===== config.mk =====
export PLATFORM = sky130hd
export DESIGN_NAME = idma_eh_responder_flat
export DESIGN_NICKNAME = d
export VERILOG_FILES = /design/src/rtl/idma_eh_responder_if.sv /design/src/rtl/idma_eh_responder.sv /design/src/flat_wrapper.sv
export SDC_FILE = /design/constraint.sdc
export NUM_CORES = 1
export LEC_CHECK = 0
export BUFFER_PORTS_ARGS = -buffer_cell sky130_fd_sc_hd__buf_2
export CORE_MARGIN = 8
export CORE_UTILIZATION = 60
export DETAILED_ROUTE_END_ITERATION = 10
export GPL_ROUTABILITY_DRIVEN = 1
export PLACE_DENSITY = 0.93
export SYNTH_ARGS = -nofsm -noshare
export SYNTH_HDL_FRONTEND = slang
export SYNTH_SLANG_ARGS = --single-unit

===== constraint.sdc =====
create_clock -name clk_i -period 4.5 [get_ports clk_i]
set_input_delay 0.225 -clock clk_i [delete_from_list [all_inputs] [get_ports clk_i]]
set_output_delay 0.225 -clock clk_i [all_outputs]
set_load 0.01 [all_outputs]

===== src/rtl/idma_eh_responder_if.sv =====
// Signal bundle between the iDMA backend/software side and the error-handling responder.
// Signal names match the responder's documented port list.
interface idma_eh_responder_if #(
  parameter int AddrWidth = 32,
  parameter int CntWidth  = 8
);
  logic                 err_valid_i;
  logic                 err_ready_o;
  logic [1:0]           err_type_i;
  logic [AddrWidth-1:0] err_addr_i;
  logic                 eh_valid_o;
  logic                 eh_ready_i;
  logic                 eh_o;
  logic                 auto_i;
  logic                 auto_action_i;
  logic                 sw_valid_i;
  logic                 sw_action_i;
  logic                 sw_ready_o;
  logic                 log_valid_o;
  logic [1:0]           log_type_o;
  logic [AddrWidth-1:0] log_addr_o;
  logic                 log_pop_i;
  logic                 overflow_o;
  logic [CntWidth-1:0]  err_count_o;
  logic                 busy_o;

  modport slave (
    input  err_valid_i, err_type_i, err_addr_i, eh_ready_i, auto_i, auto_action_i,
           sw_valid_i, sw_action_i, log_pop_i,
    output err_ready_o, eh_valid_o, eh_o, sw_ready_o, log_valid_o, log_type_o,
           log_addr_o, overflow_o, err_count_o, busy_o
  );

  modport master (
    output err_valid_i, err_type_i, err_addr_i, eh_ready_i, auto_i, auto_action_i,
           sw_valid_i, sw_action_i, log_pop_i,
    input  err_ready_o, eh_valid_o, eh_o, sw_ready_o, log_valid_o, log_type_o,
           log_addr_o, overflow_o, err_count_o, busy_o
  );
endinterface


===== src/rtl/idma_eh_responder.sv =====
// Error-handling responder: logs backend error reports, decides CONTINUE/ABORT
// (by policy or software) and hands the decision back over valid/ready.
module idma_eh_responder #(
  parameter int AddrWidth = 32,
  parameter int FifoDepth = 4,
  parameter int CntWidth  = 8
) (
  input  logic                 clk_i,
  input  logic                 rst_ni,
  idma_eh_responder_if.slave   eh
);
  localparam int PtrW = $clog2(FifoDepth);
  localparam logic [PtrW:0] Depth = (PtrW+1)'(FifoDepth);
  localparam logic [1:0] TypeBackend = 2'd2;

  typedef enum logic [1:0] {IDLE, WAIT_SW, RESPOND} state_e;

  state_e state_q, state_d;
  logic   act_q, act_d;
  logic   accept, pop, push_en;

  logic [FifoDepth-1:0][1:0]           type_mem;
  logic [FifoDepth-1:0][AddrWidth-1:0] addr_mem;
  logic [PtrW-1:0] wptr, rptr;
  logic [PtrW:0]   fill;
  logic            empty, full;
  logic            overflow_q;
  logic [CntWidth-1:0] count_q;

  assign accept  = (state_q == IDLE) && eh.err_valid_i;
  assign empty   = (fill == '0);
  assign full    = (fill == Depth);
  assign pop     = eh.log_pop_i && !empty;
  // A full FIFO still accepts a push when the head leaves in the same cycle.
  assign push_en = accept && (!full || pop);

  always_comb begin
    state_d = state_q;
    act_d   = act_q;
    unique case (state_q)
      IDLE: if (eh.err_valid_i) begin
        if (eh.auto_i) begin
          act_d   = (eh.err_type_i == TypeBackend) ? 1'b1 : eh.auto_action_i;
          state_d = RESPOND;
        end else begin
          state_d = WAIT_SW;
        end
      end
      WAIT_SW: if (eh.sw_valid_i) begin
        act_d   = eh.sw_action_i;
        state_d = RESPOND;
      end
      RESPOND: if (eh.eh_ready_i) state_d = IDLE;
      default: state_d = IDLE;
    endcase
  end

  always_ff @(posedge clk_i or negedge rst_ni) begin
    if (!rst_ni) begin
      state_q <= IDLE;
      act_q   <= 1'b0;
    end else begin
      state_q <= state_d;
      act_q   <= act_d;
    end
  end

  always_ff @(posedge clk_i or negedge rst_ni) begin
    if (!rst_ni) begin
      type_mem   <= '0;
      addr_mem   <= '0;
      wptr       <= '0;
      rptr       <= '0;
      fill       <= '0;
      overflow_q <= 1'b0;
      count_q    <= '0;
    end else begin
      if (push_en) begin
        type_mem[wptr] <= eh.err_type_i;
        addr_mem[wptr] <= eh.err_addr_i;
        wptr           <= wptr + 1'b1;
      end
      if (pop) rptr <= rptr + 1'b1;
      if (push_en && !pop)      fill <= fill + 1'b1;
      else if (pop && !push_en) fill <= fill - 1'b1;
      if (accept && !push_en) overflow_q <= 1'b1;
      if (accept && (count_q != '1)) count_q <= count_q + 1'b1;
    end
  end

  assign eh.err_ready_o = (state_q == IDLE);
  assign eh.sw_ready_o  = (state_q == WAIT_SW);
  assign eh.eh_valid_o  = (state_q == RESPOND);
  assign eh.eh_o        = (state_q == RESPOND) && act_q;
  assign eh.busy_o      = (state_q != IDLE);
  assign eh.log_valid_o = !empty;
  assign eh.log_type_o  = empty ? 2'b0 : type_mem[rptr];
  assign eh.log_addr_o  = empty ? '0 : addr_mem[rptr];
  assign eh.overflow_o  = overflow_q;
  assign eh.err_count_o = count_q;
endmodule


===== src/flat_wrapper.sv =====
// flat-port wrapper written by rule: the top's interface ports become plain ports
module idma_eh_responder_flat 
#(
  parameter int AddrWidth = 32,
  parameter int FifoDepth = 4,
  parameter int CntWidth  = 8
)
  (clk_i, rst_ni, eh_err_valid_i, eh_err_type_i, eh_err_addr_i, eh_eh_ready_i, eh_auto_i, eh_auto_action_i, eh_sw_valid_i, eh_sw_action_i, eh_log_pop_i, eh_err_ready_o, eh_eh_valid_o, eh_eh_o, eh_sw_ready_o, eh_log_valid_o, eh_log_type_o, eh_log_addr_o, eh_overflow_o, eh_err_count_o, eh_busy_o);
  idma_eh_responder_if #(.AddrWidth(AddrWidth), .CntWidth(CntWidth)) eh_i ();
  input  logic clk_i;
  input  logic rst_ni;
  input wire logic [$bits(eh_i.err_valid_i)-1:0] eh_err_valid_i;
  input wire logic [$bits(eh_i.err_type_i)-1:0] eh_err_type_i;
  input wire logic [$bits(eh_i.err_addr_i)-1:0] eh_err_addr_i;
  input wire logic [$bits(eh_i.eh_ready_i)-1:0] eh_eh_ready_i;
  input wire logic [$bits(eh_i.auto_i)-1:0] eh_auto_i;
  input wire logic [$bits(eh_i.auto_action_i)-1:0] eh_auto_action_i;
  input wire logic [$bits(eh_i.sw_valid_i)-1:0] eh_sw_valid_i;
  input wire logic [$bits(eh_i.sw_action_i)-1:0] eh_sw_action_i;
  input wire logic [$bits(eh_i.log_pop_i)-1:0] eh_log_pop_i;
  output wire logic [$bits(eh_i.err_ready_o)-1:0] eh_err_ready_o;
  output wire logic [$bits(eh_i.eh_valid_o)-1:0] eh_eh_valid_o;
  output wire logic [$bits(eh_i.eh_o)-1:0] eh_eh_o;
  output wire logic [$bits(eh_i.sw_ready_o)-1:0] eh_sw_ready_o;
  output wire logic [$bits(eh_i.log_valid_o)-1:0] eh_log_valid_o;
  output wire logic [$bits(eh_i.log_type_o)-1:0] eh_log_type_o;
  output wire logic [$bits(eh_i.log_addr_o)-1:0] eh_log_addr_o;
  output wire logic [$bits(eh_i.overflow_o)-1:0] eh_overflow_o;
  output wire logic [$bits(eh_i.err_count_o)-1:0] eh_err_count_o;
  output wire logic [$bits(eh_i.busy_o)-1:0] eh_busy_o;
  assign eh_i.err_valid_i = eh_err_valid_i;
  assign eh_i.err_type_i = eh_err_type_i;
  assign eh_i.err_addr_i = eh_err_addr_i;
  assign eh_i.eh_ready_i = eh_eh_ready_i;
  assign eh_i.auto_i = eh_auto_i;
  assign eh_i.auto_action_i = eh_auto_action_i;
  assign eh_i.sw_valid_i = eh_sw_valid_i;
  assign eh_i.sw_action_i = eh_sw_action_i;
  assign eh_i.log_pop_i = eh_log_pop_i;
  assign eh_err_ready_o = eh_i.err_ready_o;
  assign eh_eh_valid_o = eh_i.eh_valid_o;
  assign eh_eh_o = eh_i.eh_o;
  assign eh_sw_ready_o = eh_i.sw_ready_o;
  assign eh_log_valid_o = eh_i.log_valid_o;
  assign eh_log_type_o = eh_i.log_type_o;
  assign eh_log_addr_o = eh_i.log_addr_o;
  assign eh_overflow_o = eh_i.overflow_o;
  assign eh_err_count_o = eh_i.err_count_o;
  assign eh_busy_o = eh_i.busy_o;
  idma_eh_responder #(.AddrWidth(AddrWidth), .FifoDepth(FifoDepth), .CntWidth(CntWidth)) u_core (.clk_i(clk_i), .rst_ni(rst_ni), .eh(eh_i));
endmodule

[After elaboration in Yosys (flattened, before gate mapping)]
Index checks and enable logic that the tools add are counted.
Operators by class
  muxes and demuxes: 24
  multipliers: 0
  reductions and logical operators: 21
  shift-type cells: 0
  bitwise gates (word level): 0
  magnitude comparators: 3
  equal/unequal tests: 9
  add/subtract/negate cells: 5
  div/mod/pow operators: 0
Operators by type and width (number)
  128-bit bitwise mux: 1
  32-bit two-way mux: 3
  32-bit binary-select mux with 2-bit select: 1
  32-bit demux with 2-bit select: 1
  2-bit two-way mux: 7
  1-bit logical AND: 9
  8-bit by 1-bit adder with 8-bit output (second input constant): 1
  8-bit bitwise mux: 1
  2-bit inequality test (second input constant): 4
  8-bit inequality test (second input constant): 1
  2-bit by 3-bit < comparator with 1-bit output (second input constant): 2
  3-bit two-way mux: 2
  2-bit case mux with 3 select lines: 1
  2-bit nonzero test: 3
  2-bit by 1-bit adder with 2-bit output (second input constant): 2
  2-bit binary-select mux with 2-bit select: 1
  2-bit demux with 2-bit select: 1
  2-bit == test (second input constant): 2
  1-bit zero test: 4
  1-bit two-way mux: 4
  4-bit AND reduction: 1
  3-bit by 1-bit adder with 3-bit output (second input constant): 1
  3-bit == test (second input constant): 1
  3-bit zero test: 1
  7 further kinds: 7
Storage, ports and cells
  register bits after elaboration: 155
  RAM bits: 0
  memories: 0
  memory bits (read-only): 0
  word-level logic and storage cells: 77
  output and inout bits: 49
  bits in latches: 0

[Longest topological paths before layout]
  word-level depth: 9
  gate-level depth with buffers: 10
  depth with buffers taken out: 9

[Least setup slack after synthesis]
Ideal clock, no wire load.
  kind: register -> register
  start point: register u_core.fill[1]
  end point: register u_core.fill[1]
  data required time: 4.375 ns
  slack: 2.222 ns
  stages on the path, launching flop included: 9
  data arrival time: 2.154 ns
  buffers on the path: 1
  cells stage by stage: dfrtp_1 or4b_4 buf_6 nand2_1 inv_1 ha_1 inv_1 fa_1 mux2_2
On the way
  word-level cells in the longest chain between the ends: 8
  elaborated cells between the ends (all ways): 16
  those cells by class: add/sub (2); eq/ne (1); mux (2); reduce/logical (11)
RTL lines
  start, declared: RTL line idma_eh_responder.sv:25  | logic [PtrW:0] fill;
  start signal, assigned: RTL line idma_eh_responder.sv:84  | if (push_en && !pop) fill <= fill + 1'b1;
  start signal, assigned: RTL line idma_eh_responder.sv:85  | else if (pop && !push_en) fill <= fill - 1'b1;
  3-bit zero test: RTL line idma_eh_responder.sv:31  | assign empty = (fill == '0);
  1-bit zero test: RTL line idma_eh_responder.sv:33  | assign pop = eh.log_pop_i && !empty;
  1-bit logical AND: RTL line idma_eh_responder.sv:33
  1-bit logical OR (*): RTL line idma_eh_responder.sv:35  | assign push_en = accept && (!full || pop);
  1-bit logical AND (*): RTL line idma_eh_responder.sv:35
  net u_core.push_en: RTL line idma_eh_responder.sv:20  | logic accept, pop, push_en;
  1-bit zero test: RTL line idma_eh_responder.sv:85
  1-bit logical AND: RTL line idma_eh_responder.sv:85
  2-bit nonzero test (no source line)
The timed path passes the listed nets; every way through them passes the cells marked *. The select of a mux whose other input is x is not followed.
A chain may end at the register's enable or synchronous reset.

[Final worst setup path]
  start point: register u_core.rptr[0]
  end point: output eh_log_type_o[0]
On the way
  word-level cells in the longest chain between the ends: 3
RTL lines
  start, declared: RTL line idma_eh_responder.sv:24  | logic [PtrW-1:0] wptr, rptr;
  start signal, assigned: RTL line idma_eh_responder.sv:83  | if (pop) rptr <= rptr + 1'b1;
  2-bit binary-select mux with 2-bit select: RTL line idma_eh_responder.sv:97  | assign eh.log_type_o = empty ? 2'b0 : type_mem[rptr];
  2-bit two-way mux (implied by the code): RTL line idma_eh_responder.sv:97
  2-bit two-way mux: RTL line idma_eh_responder.sv:97
  end, declared: RTL line flat_wrapper.sv:26  | output wire logic [$bits(eh_i.log_type_o)-1:0] eh_log_type_o;
No other way between the ends. The select of a mux whose other input is x is not followed.

==> results.yml <==
outcome:
  status: "finished, violations left"
  violations: "hold timing"
critical_path:
  worstRegToRegCells: 3
  critPathMaxFanout: 24
  reg2reg_slack_ns: 1.65
  crit_slowest_cell: "dfrtp_2"
  slowest_delay_ns: 0.93
  r2r-end: "u_core.addr_mem[52]$_DFFE_PN0P_"
  cp.arrival_ns: 2.69
  crit_type: "reg2out"
  rr_startpoint: "u_core.state_q[0]$_DFFE_PN0P_"
  cp.required_ns: 4.28
  cp-end-kind: "primary output"
  path_cells: "buf_4 > mux4_2 > and2_1 > buf_2"
  start_kind: "register"
clock_tree:
  clk_path_buf_depth: 2
  insertion_delay_ns: 0.42
  clk_pin_slew_ns: 0.06
  cts_resized: 0
  cts_htree_levels: 4
  clock-sinks: 155
  cts_buffers: 17
  postCtsSetupBuffers: 0
  cts-root-buf: "clkbuf_16"
  ctsHoldBuffers: 0
  cts_tree: "done"
final_layout:
  synthToLayoutAreaGrowth_pct: 14.4
  fin_area_um2: 8590
  final_util_pct: 69.2
  multi_input_area_um2: 3330
  layout.cells.non_filler: 734
  ff_latch_area_um2: 3880
  n_fill_cell: 788
  drive_above_1_share_pct: 55.0
  final_cell_mix: "dfrtp_1, buf_2, mux2_2"
  nets: 599
  mostFrequentLayoutCell: "dfrtp_1"
synth:
  yosysWarnings: 0
  syn-num-nets: 514
  yosys.area.top_type_share_pct: 51.6
  synth.cell_area_um2: 7510
  synth-edff-count: 0
  async_reset_ff_share_pct: 100
  synth_area_per_cell_um2: 16.2
  syn_inst: 464
  seq_area_frac_synth_pct: 51.6
  ys_seq_elements: 155
  synthTopCellsByArea: "dfrtp_1, mux2_2, mux2_4, mux4_2, and2_1"
  synth_cell_types: 39
  synth.largest_area_cell: "dfrtp_1"
  synth_top_flop_cell: "dfrtp_1"
die:
  core_area_um2: 12400
  start_util_pct: 60.5
  dieArea_um2: 16400
  io_pins: 92
  dieWidth_um: 128
  rows: 41
  die_h_um: 128
sta:
  maxSlewHeadroom_pct: 32.2
  fin_skew_ns: 0.0172
  setup_viol: 0
  max_freq_mhz: 343
  post-route-period-util_pct: 64.7
  rsz0062_at_grt: "false"
  worstMarginPinSlew_ns: 1.02
  fin_hold_ws_ns: -0.0330
  period_minus_slack_ns: 2.91
  finalSetupTns_ns: 0
  final_hold_viol_count: 56
  maxSlewViolCount: 0
global_routing:
  grt_pass1_wl_um: 26700
  first_global_vias: 4902
  antenna_found_initial: 2
  grt_start_max_net_pins: 116
  grt.overflow.total: 0
  gr-usage-all-layers_pct: 21.3
drt:
  wirelength_um: 16200
  vias: 4282
  ant_nets: 0
  drc: 0
  first_pass_iters: 4
  viasPerCell: 5.83
  wl_per_cell_um: 22.1
  drtIter0Drc: 368
power:
  power_mw: 7.12
  ir_worst_vdd_mv: 0.410
  power_density_nw_per_um2: 829
  p_leak_nw: 4.02
place:
  postPlaceCellArea_um2: 7930
  placed_cells: 702
  place_hpwl_um: 9970
  port_buffers: 91
  gp_congestion: 0.761
job:
  cap_viol_max_count: 0
hold_path:
  hold_class: "in2async"
per-stage QoR:
| stage | hold slack [ns] | worst slack, ns |
|---|---|---|
| global route | 0.0307 | 1.42 |
| global placement | 0.407 | 1.81 |
| floorplan | -0.0706 | 2.22 |
| finish | -0.0330 | 1.59 |
| CTS | 0.00109 | 1.52 |
| detailed placement | 0.440 | 1.70 |
flip-flops by register name (all words and copies together), names as in the netlist:
| register | cells |
|---|---|
| u_core.act_q | 1 |
| u_core.addr_mem | 128 |
| u_core.eh.err_count_o | 8 |
| u_core.eh.overflow_o | 1 |
| u_core.fill | 3 |
| u_core.rptr | 2 |
| u_core.state_q | 2 |
| u_core.type_mem | 8 |
| u_core.wptr | 2 |
worst max path at each step:
stage	depth (start not counted)	slack [ns]	from	endpoint
2_1_floorplan	8	2.22	u_core.fill[1]$_DFFE_PN0P_	u_core.fill[1]$_DFFE_PN0P_
3_3_place_gp	3	1.81	u_core.state_q[0]$_DFFE_PN0P_	u_core.addr_mem[89]$_DFFE_PN0P_
3_5_place_dp	3	1.70	u_core.state_q[0]$_DFFE_PN0P_	u_core.addr_mem[54]$_DFFE_PN0P_
4_1_cts	4	1.52	u_core.rptr[0]$_DFFE_PN0P_	eh_log_type_o[0]
5_1_grt	4	1.42	u_core.rptr[0]$_DFFE_PN0P_	eh_log_type_o[0]
6_report	4	1.59	u_core.rptr[0]$_DFFE_PN0P_	eh_log_type_o[0]
routing by layer:
layer,routed length [um],track usage [%],part of all wire (%),up-vias
met1,6610,25.5,41,2266
met4,323,9.65,2.0,0
met3,816,4.87,5.0,25
li1,-,-,-,1854
met5,0,0,0,-
met2,8490,36.0,52,137
where the power goes:
group | switching [mW] | internal [mW] | leakage, nW
Combinational | 1.10 | 1.76 | 1.84
Clock | 0.535 | 1.05 | 0.325
Sequential | 0.589 | 2.09 | 1.86
synth_stat cells (all sizes together) (2+ instances only):
master / instances
dfrtp: 155
mux2: 142
and2: 36
mux4: 34
buf: 20
nand2: 8
clkbuf: 7
nand3: 7
xnor2: 7
ha: 6
a21oi: 5
inv: 5
nand4: 4
nor2: 4
nor2b: 4
xor2: 3
and3: 2
cells by family after synthesis:
group | after synthesis | share of synthesized area (%)
mux | 176 | 34.5
flops | 155 | 51.6
simple gates | 72 | 6.31
buf+inv | 32 | 4.03
compound gates | 12 | 1.08
xor+xnor | 10 | 1.17
fa+ha+maj | 7 | 1.27
worst max-delay path, delay by kind of cell, from the launching register on:
| kind | cells | cell delay [ns] |
|---|---|---|
| buf+inv | 2 | 0.57 |
| flops | 1 | 0.93 |
| mux | 1 | 0.56 |
| simple gates | 1 | 0.20 |
layout make-up:
type | count | share of cell area (%)
Sequential cell | 155 | 45.2
Multi-Input combinational cell | 277 | 38.8
Clock buffer | 23 | 5.80
Timing Repair Buffer | 93 | 5.55
Tap cell | 172 | 2.51
Clock inverter | 7 | 1.86
Inverter | 5 | 0.219
Antenna cell | 2 | 0.0583
No activity file was read; power rests on OpenSTA's default activity.
